**src/rtl/dkong_sound_pkg.sv**
```systemverilog
// Shared types and constants for the Donkey Kong sound command scheduler.
package dkong_sound_pkg;

  localparam int SFX_COUNT = 6;
  localparam int BG_W      = 4;
  localparam int CNT_W     = 20;

  typedef enum logic [1:0] {
    ST_IDLE     = 2'd0,
    ST_BG_IRQ   = 2'd1,
    ST_SFX_HOLD = 2'd2,
    ST_GAP      = 2'd3
  } sched_state_t;

  typedef struct packed {
    logic            sfx;
    logic [BG_W-1:0] data;
  } sound_cmd_t;

  // Active-low one-hot trigger pattern for an effect index.
  function automatic logic [SFX_COUNT-1:0] sfx_low_mask(input logic [BG_W-1:0] idx);
    logic [SFX_COUNT-1:0] m;
    for (int i = 0; i < SFX_COUNT; i++) begin
      m[i] = (idx == BG_W'(i)) ? 1'b0 : 1'b1;
    end
    return m;
  endfunction

endpackage

```
**src/rtl/sound_cmd_fifo.sv**
```systemverilog
// Small synchronous FIFO of sound commands; push is ignored when full, pop when empty.
module sound_cmd_fifo
  import dkong_sound_pkg::*;
#(
  parameter int DEPTH = 4
) (
  input  logic                   clk,
  input  logic                   rst,
  input  logic                   push,
  input  sound_cmd_t             din,
  input  logic                   pop,
  output sound_cmd_t             dout,
  output logic                   full,
  output logic                   empty,
  output logic [$clog2(DEPTH):0] count
);

  localparam int AW = $clog2(DEPTH);

  if (DEPTH < 2 || (DEPTH & (DEPTH - 1)) != 0) begin : g_bad_depth
    $error("sound_cmd_fifo: DEPTH must be a power of 2 and at least 2");
  end

  sound_cmd_t    mem_q [DEPTH];
  sound_cmd_t    mem_d [DEPTH];
  logic [AW-1:0] wr_q, wr_d, rd_q, rd_d;
  logic [AW:0]   cnt_q, cnt_d;
  logic          do_push, do_pop;

  assign full  = (cnt_q == (AW+1)'(DEPTH));
  assign empty = (cnt_q == (AW+1)'(0));
  assign count = cnt_q;
  assign dout  = mem_q[rd_q];

  always_comb begin
    do_push = push && !full;
    do_pop  = pop && !empty;
    mem_d   = mem_q;
    wr_d    = wr_q;
    rd_d    = rd_q;
    if (do_push) begin
      mem_d[wr_q] = din;
      wr_d        = wr_q + 1'b1;
    end else begin
      wr_d = wr_q;
    end
    if (do_pop) begin
      rd_d = rd_q + 1'b1;
    end else begin
      rd_d = rd_q;
    end
    case ({do_push, do_pop})
      2'b10:   cnt_d = cnt_q + 1'b1;
      2'b01:   cnt_d = cnt_q - 1'b1;
      default: cnt_d = cnt_q;
    endcase
  end

  always_ff @(posedge clk or posedge rst) begin
    if (rst) begin
      for (int i = 0; i < DEPTH; i++) begin
        mem_q[i] <= sound_cmd_t'(0);
      end
      wr_q  <= AW'(0);
      rd_q  <= AW'(0);
      cnt_q <= (AW+1)'(0);
    end else begin
      mem_q <= mem_d;
      wr_q  <= wr_d;
      rd_q  <= rd_d;
      cnt_q <= cnt_d;
    end
  end

endmodule

```
**src/rtl/dkong_sound_sched.sv**
```systemverilog
// Schedules queued tune/effect requests onto dkong_sound's active-low ports.
// Optional DKSND_SFX_RETRIGGER_EN: a matching effect at the head extends the current hold.
module dkong_sound_sched
  import dkong_sound_pkg::*;
#(
  parameter int FIFO_DEPTH  = 4,
  parameter int HOLD_CYCLES = 61440,
  parameter int GAP_CYCLES  = 6144,
  parameter int ACK_TIMEOUT = 1048575
) (
  input  logic                 masterclk,
  input  logic                 rst,
  input  logic                 cmd_valid,
  output logic                 cmd_ready,
  input  logic                 cmd_sfx,
  input  logic [BG_W-1:0]      cmd_data,
  output logic [BG_W-1:0]      bg_port,
  output logic [SFX_COUNT-1:0] sfx_port,
  output logic                 audio_irq,
  input  logic                 audio_ack,
  output logic                 busy,
  output logic                 err_timeout,
  output logic                 err_badsfx
);

  localparam int CNT_MAX = (1 << CNT_W) - 1;
  localparam int FW      = $clog2(FIFO_DEPTH) + 1;
  localparam logic [CNT_W-1:0] HOLD_LAST = CNT_W'(HOLD_CYCLES - 1);
  localparam logic [CNT_W-1:0] GAP_LAST  = CNT_W'(GAP_CYCLES - 1);
  localparam logic [CNT_W-1:0] ACK_LAST  = CNT_W'(ACK_TIMEOUT - 1);

  if (HOLD_CYCLES < 1 || HOLD_CYCLES > CNT_MAX || GAP_CYCLES < 1 || GAP_CYCLES > CNT_MAX ||
      ACK_TIMEOUT < 1 || ACK_TIMEOUT > CNT_MAX) begin : g_bad_param
    $error("dkong_sound_sched: cycle parameters must lie in 1..2^20-1");
  end

  sched_state_t         state_q, state_d;
  logic [CNT_W-1:0]     cnt_q, cnt_d;
  logic [BG_W-1:0]      bg_q, bg_d;
  logic [SFX_COUNT-1:0] sfx_q, sfx_d;
  logic                 irq_q, irq_d, errt_q, errt_d, errb_q, errb_d;
`ifdef DKSND_SFX_RETRIGGER_EN
  logic [BG_W-1:0]      idx_q, idx_d;
`endif

  sound_cmd_t    push_cmd, head;
  logic          fifo_pop, fifo_full, fifo_empty;
  logic [FW-1:0] fifo_count;

  assign push_cmd = sound_cmd_t'({cmd_sfx, cmd_data});

  sound_cmd_fifo #(.DEPTH(FIFO_DEPTH)) u_fifo (
    .clk   (masterclk),
    .rst   (rst),
    .push  (cmd_valid),
    .din   (push_cmd),
    .pop   (fifo_pop),
    .dout  (head),
    .full  (fifo_full),
    .empty (fifo_empty),
    .count (fifo_count)
  );

  assign cmd_ready   = !fifo_full;
  assign busy        = (state_q != ST_IDLE) || (fifo_count != FW'(0));
  assign bg_port     = bg_q;
  assign sfx_port    = sfx_q;
  assign audio_irq   = irq_q;
  assign err_timeout = errt_q;
  assign err_badsfx  = errb_q;

  // Next-state, counter and port logic; ack beats timeout on the same cycle.
  always_comb begin
    state_d  = state_q;
    cnt_d    = (cnt_q == CNT_W'(CNT_MAX)) ? cnt_q : cnt_q + 1'b1;
    bg_d     = bg_q;
    sfx_d    = sfx_q;
    irq_d    = irq_q;
    errt_d   = errt_q;
    errb_d   = errb_q;
    fifo_pop = 1'b0;
`ifdef DKSND_SFX_RETRIGGER_EN
    idx_d    = idx_q;
`endif
    case (state_q)
      ST_IDLE: begin
        cnt_d = CNT_W'(0);
        if (!fifo_empty) begin
          fifo_pop = 1'b1;
          if (!head.sfx) begin
            bg_d    = ~head.data;
            irq_d   = 1'b0;
            state_d = ST_BG_IRQ;
          end else if (head.data < BG_W'(SFX_COUNT)) begin
            sfx_d   = sfx_low_mask(head.data);
            state_d = ST_SFX_HOLD;
`ifdef DKSND_SFX_RETRIGGER_EN
            idx_d   = head.data;
`endif
          end else begin
            errb_d = 1'b1;
          end
        end else begin
          state_d = ST_IDLE;
        end
      end
      ST_BG_IRQ: begin
        if (audio_ack) begin
          irq_d   = 1'b1;
          cnt_d   = CNT_W'(0);
          state_d = ST_GAP;
        end else if (cnt_q == ACK_LAST) begin
          irq_d   = 1'b1;
          errt_d  = 1'b1;
          cnt_d   = CNT_W'(0);
          state_d = ST_GAP;
        end else begin
          state_d = ST_BG_IRQ;
        end
      end
      ST_SFX_HOLD: begin
`ifdef DKSND_SFX_RETRIGGER_EN
        if (!fifo_empty && head.sfx && head.data == idx_q) begin
          fifo_pop = 1'b1;
          cnt_d    = CNT_W'(0);
        end else
`endif
        if (cnt_q == HOLD_LAST) begin
          sfx_d   = {SFX_COUNT{1'b1}};
          cnt_d   = CNT_W'(0);
          state_d = ST_GAP;
        end else begin
          state_d = ST_SFX_HOLD;
        end
      end
      ST_GAP: begin
        if (cnt_q == GAP_LAST) begin
          cnt_d   = CNT_W'(0);
          state_d = ST_IDLE;
        end else begin
          state_d = ST_GAP;
        end
      end
      default: begin
        state_d = ST_IDLE;
        cnt_d   = CNT_W'(0);
      end
    endcase
  end

  // State, counter and output registers; reset releases every port at once.
  always_ff @(posedge masterclk or posedge rst) begin
    if (rst) begin
      state_q <= ST_IDLE;
      cnt_q   <= CNT_W'(0);
      bg_q    <= {BG_W{1'b1}};
      sfx_q   <= {SFX_COUNT{1'b1}};
      irq_q   <= 1'b1;
      errt_q  <= 1'b0;
      errb_q  <= 1'b0;
`ifdef DKSND_SFX_RETRIGGER_EN
      idx_q   <= BG_W'(0);
`endif
    end else begin
      state_q <= state_d;
      cnt_q   <= cnt_d;
      bg_q    <= bg_d;
      sfx_q   <= sfx_d;
      irq_q   <= irq_d;
      errt_q  <= errt_d;
      errb_q  <= errb_d;
`ifdef DKSND_SFX_RETRIGGER_EN
      idx_q   <= idx_d;
`endif
    end
  end

endmodule
```
**config.mk**
```make
export PLATFORM = sky130hd
export DESIGN_NAME = dkong_sound_sched
export DESIGN_NICKNAME = d
export VERILOG_FILES = /design/src/rtl/dkong_sound_pkg.sv /design/src/rtl/sound_cmd_fifo.sv /design/src/rtl/dkong_sound_sched.sv
export SDC_FILE = /design/constraint.sdc
export NUM_CORES = 1
export LEC_CHECK = 0
export ABC_AREA = 0
export CAP_MARGIN = 10
export CORE_UTILIZATION = 55
export DETAILED_ROUTE_END_ITERATION = 7
export GPL_ROUTABILITY_DRIVEN = 0
export HOLD_SLACK_MARGIN = 0.08
export PLACE_DENSITY = 0.76
export SETUP_SLACK_MARGIN = 0.15
export SLEW_MARGIN = 20
export SYNTH_ARGS = -nofsm -noshare
export SYNTH_HDL_FRONTEND = slang
export SYNTH_SLANG_ARGS = --single-unit
export TNS_END_PERCENT = 30
```
**constraint.sdc**
```tcl
create_clock -name masterclk -period 3.4 [get_ports masterclk]
set_input_delay 0.51 -clock masterclk [delete_from_list [all_inputs] [get_ports masterclk]]
set_output_delay 0.51 -clock masterclk [all_outputs]
set_load 0.03 [all_outputs]
```
After elaboration in Yosys (flattened, before gate mapping)
Index checks and enable logic that the tools add are counted.
{ "totals": {"register_bits": 62, "input_bits": 9, "output_inout_bits": 15, "word_cells": 114} }
{ "classes": {"add_sub_neg": 5, "n_lt_le_gt_ge": 4, "eq_ne": 22, "mux": 39, "bitwise": 7, "reduce_logical": 19} }
{ "ops": {"columns": ["cell", "n"], "rows": [
  ["$mux 20", 5],
  ["$pmux 20 s4", 1],
  ["$eq 20x20->1 const B", 2],
  ["$mux 6", 4],
  ["$add 20x1->20 const B", 1],
  ["$bwmux 20", 1],
  ["$eq 20x13->1 const B", 1],
  ["$eq 20x16->1 const B", 1],
  ["$mux 5", 3],
  ["$mux 1", 13],
  ["$mux 2", 6],
  ["$pmux 6 s2", 1],
  ["$bmux 5 s2", 1],
  ["$demux 5 s2", 1],
  ["$ne 2x2->1 const B", 5],
  ["$eq 4x2->1 const B", 2],
  ["$eq 4x3->1 const B", 2],
  ["$pmux 2 s4", 1],
  ["$reduce_and 4->1", 2],
  ["$reduce_bool 2->1", 4],
  ["$eq 2x2->1 const B", 3],
  ["$ge 3x3->1 const B", 2],
  ["$not 2->3", 2],
  ["$pmux 3 s2", 1],
  ["other kinds (22)", 31]
]} }

Depth between registers and ports, before layout
Gate-level depths: netlist of run 1.
{ "depth": {"depth_word": 10, "mapped_depth": 11} }

By module
From an unflattened synthesis of run 1, not the netlist that was laid out.
{ "hier_totals": {"cells_unflattened": 284, "area_unflattened_um2": 3180.6} }
{ "by_module_without_submodules": {"columns": ["module", "instances", "cells_each", "area_per_inst_um2", "seq_area_each_um2"], "rows": [
  ["dkong_sound_sched", 1, 196, 1899.3, 889.6],
  ["sound_cmd_fifo", 1, 88, 1281.2, 675.6]
]} }

Worst setup path after synthesis of run 1
Ideal clock, no wire load.
{ "synth_timing": {"path_type": "reg-to-reg", "start": "register u_fifo.cnt_q[0], in the netlist u_fifo.count[0]", "end": "register u_fifo.cnt_q[2], in the netlist u_fifo.count[2]", "setup_ns": 0.079, "arrival_ns": 2.200, "required_ns": 3.321, "slack_ns": 1.120, "stages_incl_launch_ff": 12, "n_path_buf": 1, "synth_period_minus_slack_ns": 2.280, "path_cell_list": "dfrtp_1 -> inv_1 -> nand3_1 -> and2_1 -> clkbuf_1 -> inv_1 -> ha_1 -> inv_1 -> fa_1 -> xor2_1 -> nor2_1 -> xor2_1"} }
{ "synth_via": {"word_cells_on_any_way": 14, "classes_between": "add/sub: 2; eq/ne: 3; mux: 3; reduce/logical: 6"} }
{ "synth_rtl": {"columns": ["element", "line", "source"], "rows": [
  ["start, declared", "sound_cmd_fifo.sv:27", "logic [AW:0] cnt_q, cnt_d;"],
  ["start signal, assigned", "sound_cmd_fifo.sv:66", "cnt_q <= (AW+1)'(0);"],
  ["start signal, assigned", "sound_cmd_fifo.sv:71", "cnt_q <= cnt_d;"],
  ["$eq 3x3->1 *", "sound_cmd_fifo.sv:30", "assign full = (cnt_q == (AW+1)'(DEPTH));"],
  ["$logic_not 1->1 *", null, null],
  ["named net cmd_ready", "dkong_sound_sched.sv:14", "output logic cmd_ready,"],
  ["$logic_and 1x1->1 *", "sound_cmd_fifo.sv:36", "do_push = push && !full;"],
  ["$eq 2x1->1 / $eq 2x2->1 (equally long branches)", "sound_cmd_fifo.sv:52", "case ({do_push, do_pop})"],
  ["$pmux 3 s2 / $reduce_bool 2->1 (equally long branches)", null, null]
]} }
Mark *: on every way through the listed nets, which the timed path passes. The rest lies on a longest branch.
A chain may end at the register's enable or synchronous reset.

Worst setup path in the final report of run 1
{ "layout_timing": {"start": "register u_fifo.cnt_q[0], in the netlist u_fifo.count[0]", "end": "output busy"} }
{ "layout_via": {"elab_chain_cells": 2} }
{ "layout_rtl": {"columns": ["element", "line", "source"], "rows": [
  ["$reduce_bool 3->1", "dkong_sound_sched.sv:65", "assign busy = (state_q != ST_IDLE) || (fifo_count != FW'(0));"],
  ["$logic_or 1x1->1", "dkong_sound_sched.sv:65", null],
  ["end, declared", "dkong_sound_sched.sv:21", "output logic busy,"]
]} }
Every way passes these cells.

==> results of run 1 <==
-- registers in the layout (all words and copies together) (netlist names), 2 cells and up --
register      count
bg_port           4
cnt_q            20
sfx_port          6
state_q           2
u_fifo.count      3
u_fifo.mem_q     20
u_fifo.rd_q       2
u_fifo.wr_q       2
-- path summary, 6_finish.rpt --
path / from / endpoint / slack [ns] / cells after the start
max in group asynchronous: rst / audio_irq / 2.22 / 3
hold reg to reg: sfx_port[2] / sfx_port[2] / 0.49 / 2
setup / recovery: u_fifo.count[0] / busy / 0.76 / 3
hold / removal: rst / cnt_q[7] / 0.45 / 2
min in group masterclk: sfx_port[2] / sfx_port[2] / 0.49 / 2
setup reg to reg: state_q[0] / u_fifo.count[2] / 1.03 / 7
-- cells by family (layout without fill, tap and decap cells) --
group / count (synthesis) / after routing / synth area share
AOI/OAI and AO/OA: 39 / 39 / 0.0866
xor gates and xnor gates: 17 / 17 / 0.0473
adders and majority gates: 8 / 8 / 0.0342
buffers and inverters: 23 / 57 / 0.0378
DFF: 62 / 62 / 0.497
muxes: 27 / 27 / 0.115
and+or+nand+nor: 106 / 106 / 0.182
-- placed cells by master (no fill, tap or decap), types with 3 or more instances in the layout --
cell type / n
xor2_1: 3
nand3_1: 7
and3_1: 6
nand4_1: 8
nand2_1: 19
and2_1: 4
inv_6: 4
nor3_1: 16
mux4_2: 4
ha_1: 7
nor2_1: 30
inv_1: 13
dfrtp_1: 51
o31a_2: 3
clkbuf_8: 9
a21oi_1: 15
buf_4: 4
clkdlybuf4s50_1: 23
dfstp_2: 11
xnor2_1: 14
a31oi_1: 5
mux2_2: 20
-- power by group through the flow --
stage	Combinational, uW	Clock, uW	Sequential, uW
after floorplan	487	0	1040
after global placement	584	0	1060
after detailed placement	613	0	1080
after CTS	618	765	1070
after global routing	683	792	1100
final	615	754	1070
-- cell usage after synthesis, types with 2 or more instances --
library cell,number
buf_6,4
xnor2_1,14
nand2_1,19
ha_1,7
clkbuf_1,3
and3_1,6
xor2_1,3
and2_1,4
a31oi_1,5
nor2b_1,2
inv_1,14
nand3_1,7
nand4_1,8
dfrtp_1,51
and4_1,2
mux2_2,20
mux4_2,4
mux2i_1,2
dfstp_2,11
o31a_2,3
nor4_4,2
a211oi_1,2
a21oi_1,15
nor2_1,30
nor3_1,16
nand4b_1,2
a21boi_0,2
-- final cells by class --
cell class | count | area (um2) | share of cell area
inverter | 14 | 52.6 | 0.0144
sequential | 62 | 1570 | 0.428
tap | 72 | 90.1 | 0.0246
clock inverter | 7 | 104 | 0.0284
clock buffer | 9 | 124 | 0.0338
timing repair buffer | 27 | 260 | 0.0711
multi-input combinational | 197 | 1460 | 0.400
-- metal layers --
| metal | GRT usage | share of wire | vias up |
|---|---|---|---|
| met1 | 0.316 | 0.48 | 1109 |
| li1 | - | - | 1074 |
| met2 | 0.351 | 0.47 | 31 |
| met3 | 0.0412 | 0.036 | 13 |
| met4 | 0.126 | 0.018 | 0 |
| met5 | 0 | 0 | - |
-- metrics by stage --
step / instance area (um2) / setup WS (ns) / std cells / total power (uW)
final: 3660 / 0.757 / 388 / 2440
after global placement: 3430 / 1.13 / 372 / 1650
after CTS: 3660 / 0.756 / 388 / 2450
after detailed placement: 3430 / 1.04 / 372 / 1690
after floorplan: 3150 / 1.12 / 282 / 1530
after global routing: 3660 / 0.662 / 388 / 2570
-- worst reg2reg max path, stage by stage, from the launching register on --
cell and delay, ns:
dfrtp_1 0.53, nor3_1 0.64, ha_1 0.30, inv_1 0.06, fa_1 0.37, xor2_1 0.15
nor2_1 0.11, xor2_1 0.14
==> results.md, run 1 <==
- Slew Viols, Final: 0
- Post-synthesis cell count: 282
- Resize count post-CTS: 0
- Starting density of the core: 0.572
- Routed WL per cell: 15.8 um
- Worst-Skew Late Latency: 0.36 ns
- Final worst path period share: 0.777
- Cell chain of the critical path: nor3_1, nand2_1, clkdlybuf4s50_1
- Slew headroom: 0.540
- Synth top area share: 0.405
- Pwr/cell area: 666 nW/um2
- Max cap viols: 0
- Fin Hold WS: 0.455 ns
- Clock buffer depth: 2
- Die Span X: 77.7 um
- Syn-to-layout area delta: 16.3%
- Fillcell total: 415
- RSZ-0062 raised after global routing: no
- FP Rows: 27
- Htree depth: 3
- Minimum clock period: 2.64 ns
- Largest net degree at the start of global routing: 29
- Tightest Pin Transition: 0.685 ns
- Synth Area per Inst: 11.2 um2
- Critical path buffers and inverters: 1
- Sw frac: 0.314
- Clk root buf: clkbuf_8
- I/O pin cnt: 24
- Netlist cell types: 51
- P_int: 1670 uW
- Synth warnings: 0
- Avg Vias per Cell: 5.74
- Worst Skew: 0.00817 ns
- DR pass1 iterations: 4
- CTS buffer count: 9
- Crit path max fanout: 4
- Die area: 6030 um2
- Antenna violations before repair: 0
- Drt first-iter violations: 139
- Post-DRT Antenna Nets: 0
- P_leak: 0.00153 uW
- Ys flop type: dfrtp_1
- Kind of critical path: register to primary output
- Vias in the first global route: 2177
- PortBufs: 23
- Via total after detailed routing: 2227
- Crit-path leading delay family: simple AND/OR/NAND/NOR gates
- # setup viols final: 0
- Async set-reset flop share out of synthesis: 1.00
- Synthesized area: 3150 um2
- Setup TNS Final: 0 ns
- Area contributors post-synth: dfrtp_1 41%, dfstp_2 9.2%, mux2_2 7.2%
- Worst path slowest cell: clkdlybuf4s50_1
- Share of power burned in registers: 0.438
- Die height: 77.7 um
- Final net count: 328
- Sequential area share after synthesis: 0.497
- Worst VDD drop: 0.443 mV
- Largest stage delay, worst path: 0.63 ns
- CTS Sinks: 62
- Comb power frac: 0.252
- Largest area contributor in the netlist: dfrtp_1
- Syn nets: 299
- Post-Route WL: 6.12 mm
- EDFF count, synth: 0
- Congestion Overflow GR: 0
- First-pass GRT wire length: 10.4 mm
- Synthesized flop and latch total: 62
- Hold Fails Final Rpt: 0
- Share of cells above drive strength 1: 0.218
- N_diodes: 0
- Clock slew at reported path FFs: 0.08 ns
- Setup repair bufs after CTS: 0
- CP Data Arrival Time: 2.13 ns
- Fmax: 378 MHz
- CP startpoint kind: register
- Clock group share of total power: 0.309
- HP Class: input port to asynchronous set/reset pin
- Outcome: finished clean
- Switch Pwr: 766 uW
- Final core utilization: 0.665
- CTS Hold Bufs: 0
- Worst Setup End Kind: primary output
- Core Footprint: 5510 um2
- GRT Overall Usage: 0.231
- Dpl hpwl: 4.27 mm
- CP required: 2.89 ns
- DRC Markers: 0
- CTS tree: built
Note: power is estimated with default switching activity, not from simulation.
==> run 2: changes to the inputs <==
--- a/config.mk
+++ b/config.mk
@@ -7,11 +7,11 @@
 export LEC_CHECK = 0
 export ABC_AREA = 0
 export CAP_MARGIN = 10
-export CORE_UTILIZATION = 55
+export CORE_UTILIZATION = 52
 export DETAILED_ROUTE_END_ITERATION = 7
 export GPL_ROUTABILITY_DRIVEN = 0
 export HOLD_SLACK_MARGIN = 0.08
-export PLACE_DENSITY = 0.76
+export PLACE_DENSITY = 0.75
 export SETUP_SLACK_MARGIN = 0.15
 export SLEW_MARGIN = 20
 export SYNTH_ARGS = -nofsm -noshare
==> constraint.sdc (replaced) <==
create_clock -name masterclk -period 2.3 [get_ports masterclk]
set_input_delay 0.345 -clock masterclk [delete_from_list [all_inputs] [get_ports masterclk]]
set_output_delay 0.345 -clock masterclk [all_outputs]
set_load 0.03 [all_outputs]
==> results.md, run 2 (synthesis results as in run 1) <==
- Share of cells above drive strength 1: 0.253 (+0.0347)
- Antenna violations before repair: 0 (unchanged)
- CTS Sinks: 62 (unchanged)
- PortBufs: 23 (unchanged)
- Fillcell total: 446 (+7.5%)
- Die Span X: 79.8 um (+2.8%)
- CP required: 2.52 ns (-0.37 ns)
- FF-to-FF Start: cnt_q[17]
- Outcome: finished clean
- Reg2Reg Depth: 6 (-1)
- GRT Overall Usage: 0.209 (-0.0223)
- I/O pin cnt: 24 (unchanged)
- Crit path capture: cnt_q[1]
- Die area: 6370 um2 (+5.6%)
- CP Data Arrival Time: 2.35 ns (+0.22 ns)
- DRC Markers: 0 (unchanged)
- CP startpoint kind: register
- Commonest cells after routing, fill and taps aside: 49 x dfrtp_1, 30 x nor2_1, 22 x clkdlybuf4s50_1
- Largest net degree at the start of global routing: 63 (+120%)
- Drt first-iter violations: 151 (+8.6%)
- Congestion Overflow GR: 0 (unchanged)
- Routed WL per cell: 15.0 um (-4.9%)
- Post-Place Worst Slack: 0.188 ns (-0.847 ns)
- Minimum clock period: 2.13 ns
- Worst Setup SP: cnt_q[17]
- Post-Route WL: 5.94 mm (-3.0%)
- Post-DRT Antenna Nets: 0 (unchanged)
- Slew Viols, Final: 0 (unchanged)
- Setup TNS Final: 0 ns (unchanged)
- Hold Fails Final Rpt: 0 (unchanged)
- Kind of critical path: register to register
- P_leak: 0.00155 uW (+1.4%)
- Final core utilization: 0.656 (-0.00898)
- Most common library cell in the layout ignoring fill and taps: dfrtp_1
- Dpl hpwl: 4.18 mm (-2.2%)
- Syn-to-layout area delta: 18.2%
- Tightest Pin Transition: 0.527 ns (-0.158 ns)
- Avg Vias per Cell: 5.61 (-2.3%)
- R2r endpoint: cnt_q[1]
- Die height: 79.8 um (+2.8%)
- N_diodes: 0 (unchanged)
- Pwr/cell area: 902 nW/um2 (+35%)
- Placed Instances: 378 (+1.6%)
- Flop2flop setup slack: 0.17 ns (-0.86 ns)
- CTS buffer count: 9 (unchanged)
- CTS Hold Bufs: 0 (unchanged)
- Slew headroom: 0.640 (+0.0996)
- Worst Skew: 0.00846 ns (+0.000290 ns)
- Placed inst area: 3510 um2 (+2.2%)
- Clk root buf: clkbuf_8
- Clock slew at reported path FFs: 0.07 ns (about the same)
- Worst VDD drop: 0.659 mV (+49%)
- Post-route setup slack: 0.174 ns (-0.583 ns)
- DR pass1 iterations: 4 (unchanged)
- Core Footprint: 5680 um2 (+3.1%)
- RSZ-0062 raised after global routing: yes
- First-pass GRT wire length: 9.88 mm (-5.2%)
- Final worst path period share: 0.924
- Starting density of the core: 0.555 (-0.0170)
- Fmax: 470 MHz
- FP Rows: 27 (unchanged)
- Worst-Skew Late Latency: 0.35 ns (about the same)
- HP Class: input port to asynchronous set/reset pin
- Final net count: 336 (+2.4%)
- Worst Setup End Kind: register
- Clock buffer depth: 2 (unchanged)
- Max cap viols: 0 (unchanged)
- Fin area: 3720 um2 (+1.7%)
- Htree depth: 3 (unchanged)
- Via total after detailed routing: 2220 (-0.31%)
- Vias in the first global route: 2049 (-5.9%)
- Crit path max fanout: 7 (+3)
- Post-Layout Cell Count: 396 (+2.1%)
- CTS tree: built
- # setup viols final: 0 (unchanged)
==> run 2: layer usage <==
layer  vias up  share of wire  wire [um]  GRT usage
li1       1091              -          -          -
met1      1075           0.49       2880      0.290
met2        41           0.45       2700      0.302
met3        13          0.035        207     0.0526
met4         0          0.025        150      0.109
met5         -              0          0          0
==> run 2: final cells by class <==
cell class	count	area, um2	share of cell area
Sequential cell	62	1570	0.421
Multi-Input combinational cell	197	1480	0.398
Timing Repair Buffer	35	344	0.0925
Clock buffer	10	138	0.0370
Tap cell	72	90.1	0.0242
Inverter	14	52.6	0.0141
Clock inverter	6	47.5	0.0128
==> run 2: worst min path at each step <==
stage | from | to | slack (ns)
after CTS | rst | u_fifo.mem_q[10] | 0.38
after global placement | sfx_port[2] | sfx_port[2] | 0.47
after floorplan | u_fifo.count[0] | u_fifo.count[0] | 0.47
final | rst | cnt_q[1] | 0.37
after global routing | rst | u_fifo.mem_q[2] | 0.41
after detailed placement | sfx_port[2] | sfx_port[2] | 0.46
==> run 2: worst max-delay path, stage by stage, from the launching register on <==
cell and delay [ns]:
dfrtp_1 0.42, or4_4 0.58, nor4_4 0.37, a41oi_2 0.19, o211ai_2 0.21, buf_4 0.18, a211oi_1 0.05
==> run 2: stage by stage <==
| stage | hold WS (ns) | total power [uW] |
|---|---|---|
| 6_report | 0.371 | 3360 |
| 5_1_grt | 0.415 | 3570 |
| 4_1_cts | 0.377 | 3390 |
| 3_5_place_dp | 0.464 | 2500 |
| 3_3_place_gp | 0.468 | 2460 |
| 2_1_floorplan | 0.469 | 2260 |
==> run 2: what timing repair did <==
| action | in CTS | in global routing |
|---|---|---|
| resized for setup | 2 | 3 |
| setup buffers | 0 | 2 |
| pin swaps | 0 | 3 |
| setup endpoints to repair | 1 | 14 |
==> run 2: where the power goes <==
group          switching (uW)  internal [uW]
Sequential                197           1380
Combinational             433            476
Clock                     445            424
==> run 3: changes to the inputs <==
--- a/config.mk
+++ b/config.mk
@@ -7,11 +7,11 @@
 export LEC_CHECK = 0
 export ABC_AREA = 0
 export CAP_MARGIN = 10
-export CORE_UTILIZATION = 52
+export CORE_UTILIZATION = 55
 export DETAILED_ROUTE_END_ITERATION = 7
 export GPL_ROUTABILITY_DRIVEN = 0
 export HOLD_SLACK_MARGIN = 0.08
-export PLACE_DENSITY = 0.75
+export PLACE_DENSITY = 0.76
 export SETUP_SLACK_MARGIN = 0.15
 export SLEW_MARGIN = 20
 export SYNTH_ARGS = -nofsm -noshare
==> constraint.sdc (replaced) <==
create_clock -name masterclk -period 2.6 [get_ports masterclk]
set_input_delay 0.39 -clock masterclk [delete_from_list [all_inputs] [get_ports masterclk]]
set_output_delay 0.39 -clock masterclk [all_outputs]
set_load 0.03 [all_outputs]
==> results.md, run 3 (synthesis results as in run 1) <==
- Share of cells above drive strength 1: 0.226 (-0.0274)
- Reg2Reg Depth: 10 (+4)
- PortBufs: 23 (unchanged)
- Crit path max fanout: 3 (-4)
- Syn-to-layout area delta: 18.0%
- Fillcell total: 423 (-5.2%)
- Setup TNS Final: 0 ns (unchanged)
- Routed WL per cell: 15.8 um (+5.4%)
- Outcome: finished clean
- Final net count: 331 (-1.5%)
- Sw frac: 0.300 (-0.0198)
- Worst Skew: 0.00848 ns (+0.0000215 ns)
- Switch Pwr: 978 uW (-8.9%)
- Die Span X: 77.7 um (-2.7%)
- Commonest cells after routing, fill and taps aside: 51 x dfrtp_1, 30 x nor2_1, 23 x clkdlybuf4s50_1
- CTS Hold Bufs: 0 (unchanged)
- Worst path slowest cell: clkdlybuf4s50_1
- Die height: 77.7 um (-2.7%)
- Hold Fails Final Rpt: 0 (unchanged)
- Clock group share of total power: 0.318 (+0.059)
- Worst Setup End Kind: primary output
- # setup viols final: 0 (unchanged)
- Clock slew at reported path FFs: 0.07 ns (about the same)
- Resize count post-CTS: 0 (-2)
- Slew headroom: 0.663 (+0.0237)
- CP required: 2.21 ns (-0.31 ns)
- Max cap viols: 0 (unchanged)
- Clk root buf: clkbuf_8
- Fin Hold WS: 0.369 ns (-0.00250 ns)
- CP Data Arrival Time: 1.88 ns (-0.47 ns)
- RSZ-0062 raised after global routing: no
- P_leak: 0.00155 uW (about the same)
- Setup repair bufs after CTS: 0 (unchanged)
- I/O pin cnt: 24 (unchanged)
- Clock buffer depth: 2 (unchanged)
- Final worst path period share: 0.872
- Pwr/cell area: 877 nW/um2 (-2.8%)
- Fmax: 441 MHz
- Largest stage delay, worst path: 0.59 ns (about the same)
- Avg Vias per Cell: 5.64 (+0.59%)
- N_diodes: 0 (unchanged)
- Slew Viols, Final: 0 (unchanged)
- Minimum clock period: 2.27 ns
- Dpl hpwl: 4.19 mm (+0.22%)
- FF-to-FF Start: u_fifo.count[1]
- Worst Setup SP: u_fifo.count[0]
- DRC Markers: 0 (unchanged)
- Starting density of the core: 0.572 (+0.0170)
- Comb power frac: 0.251 (-0.020)
- Share of power burned in registers: 0.431 (-0.039)
- Kind of critical path: register to primary output
- Flop2flop setup slack: 0.42 ns (+0.25 ns)
- Htree depth: 3 (unchanged)
- FP Rows: 27 (unchanged)
- Die area: 6030 um2 (-5.3%)
- CTS Sinks: 62 (unchanged)
- Post-DRT Antenna Nets: 0 (unchanged)
- Final core utilization: 0.674 (+0.0187)
- Worst-Skew Late Latency: 0.34 ns (about the same)
- Largest net degree at the start of global routing: 44 (-30%)
- Congestion Overflow GR: 0 (unchanged)
- Worst VDD drop: 0.709 mV (+7.5%)
- Drt first-iter violations: 165 (+9.3%)
- HP Class: input port to asynchronous set/reset pin
- Via total after detailed routing: 2205 (-0.68%)
- Most common library cell in the layout ignoring fill and taps: dfrtp_1
- Cell chain of the critical path: nor3_1, buf_4, nand2_1, clkdlybuf4s50_1
- CTS tree: built
- Core Footprint: 5510 um2 (-3.0%)
- Tightest Pin Transition: 0.492 ns (-0.0346 ns)
- Antenna violations before repair: 0 (unchanged)
- DR pass1 iterations: 5 (+1)
- CTS buffer count: 9 (unchanged)
- Vias in the first global route: 2191 (+6.9%)
- GRT Overall Usage: 0.230 (+0.0209)
- CP startpoint kind: register
- Post-Route WL: 6.18 mm (+4.0%)
- P_int: 2280 uW (-0.14%)
- First-pass GRT wire length: 10.6 mm (+6.8%)
run 3: cell count changes in the layout (fill, tap and decap cells not counted), moves of 2 or more:
cell,delta
buf_4,-4
bufinv_16,+3
dfrtp_1,+2
dfrtp_2,-2
clkinv_4,-2
run 3: power by group through the flow:
| stage | sequential (uW) | combinational [uW] | clock, uW |
|---|---|---|---|
| 2_1_floorplan | 1360 | 637 | 0 |
| 3_3_place_gp | 1390 | 767 | 0 |
| 3_5_place_dp | 1410 | 806 | 0 |
| 4_1_cts | 1400 | 830 | 1050 |
| 5_1_grt | 1440 | 898 | 1090 |
| 6_report | 1400 | 819 | 1030 |
run 3: cell type report:
| type | count | area [um2] | area share |
|---|---|---|---|
| Clock buffer | 9 | 124 | 0.0334 |
| Clock inverter | 7 | 123 | 0.0330 |
| Inverter | 14 | 52.6 | 0.0142 |
| Multi-Input combinational cell | 197 | 1460 | 0.394 |
| Sequential cell | 62 | 1570 | 0.421 |
| Tap cell | 72 | 90.1 | 0.0243 |
| Timing Repair Buffer | 30 | 295 | 0.0795 |
run 3: critical path, delay by kind of cell (launching register included):
kind	cells	cell delay (ns)
buffers and inverters	2	0.78
flip-flops	1	0.42
AND/OR/NAND/NOR	2	0.34
run 3: path summary, 6_finish.rpt:
path / end
worst max-delay path: busy
worst min-delay path: cnt_q[17]
worst max register to register: u_fifo.count[2]
worst min register to register: sfx_port[2]
max in group asynchronous: bg_port[0]
min in group masterclk: sfx_port[2]
run 3: per-stage QoR:
stage | power (uW) | instances | cell area [um2] | setup slack (ns)
6_report | 3260 | 391 | 3710 | 0.333
5_1_grt | 3430 | 391 | 3710 | 0.220
4_1_cts | 3280 | 391 | 3710 | 0.334
3_5_place_dp | 2220 | 375 | 3470 | 0.370
3_3_place_gp | 2160 | 375 | 3470 | 0.487
2_1_floorplan | 2000 | 282 | 3150 | 0.320
run 3: per-layer routing:
metal,part of all wire,track usage
met1,0.49,0.318
met2,0.47,0.354
met3,0.025,0.0435
met4,0.018,0.100
met5,0,0
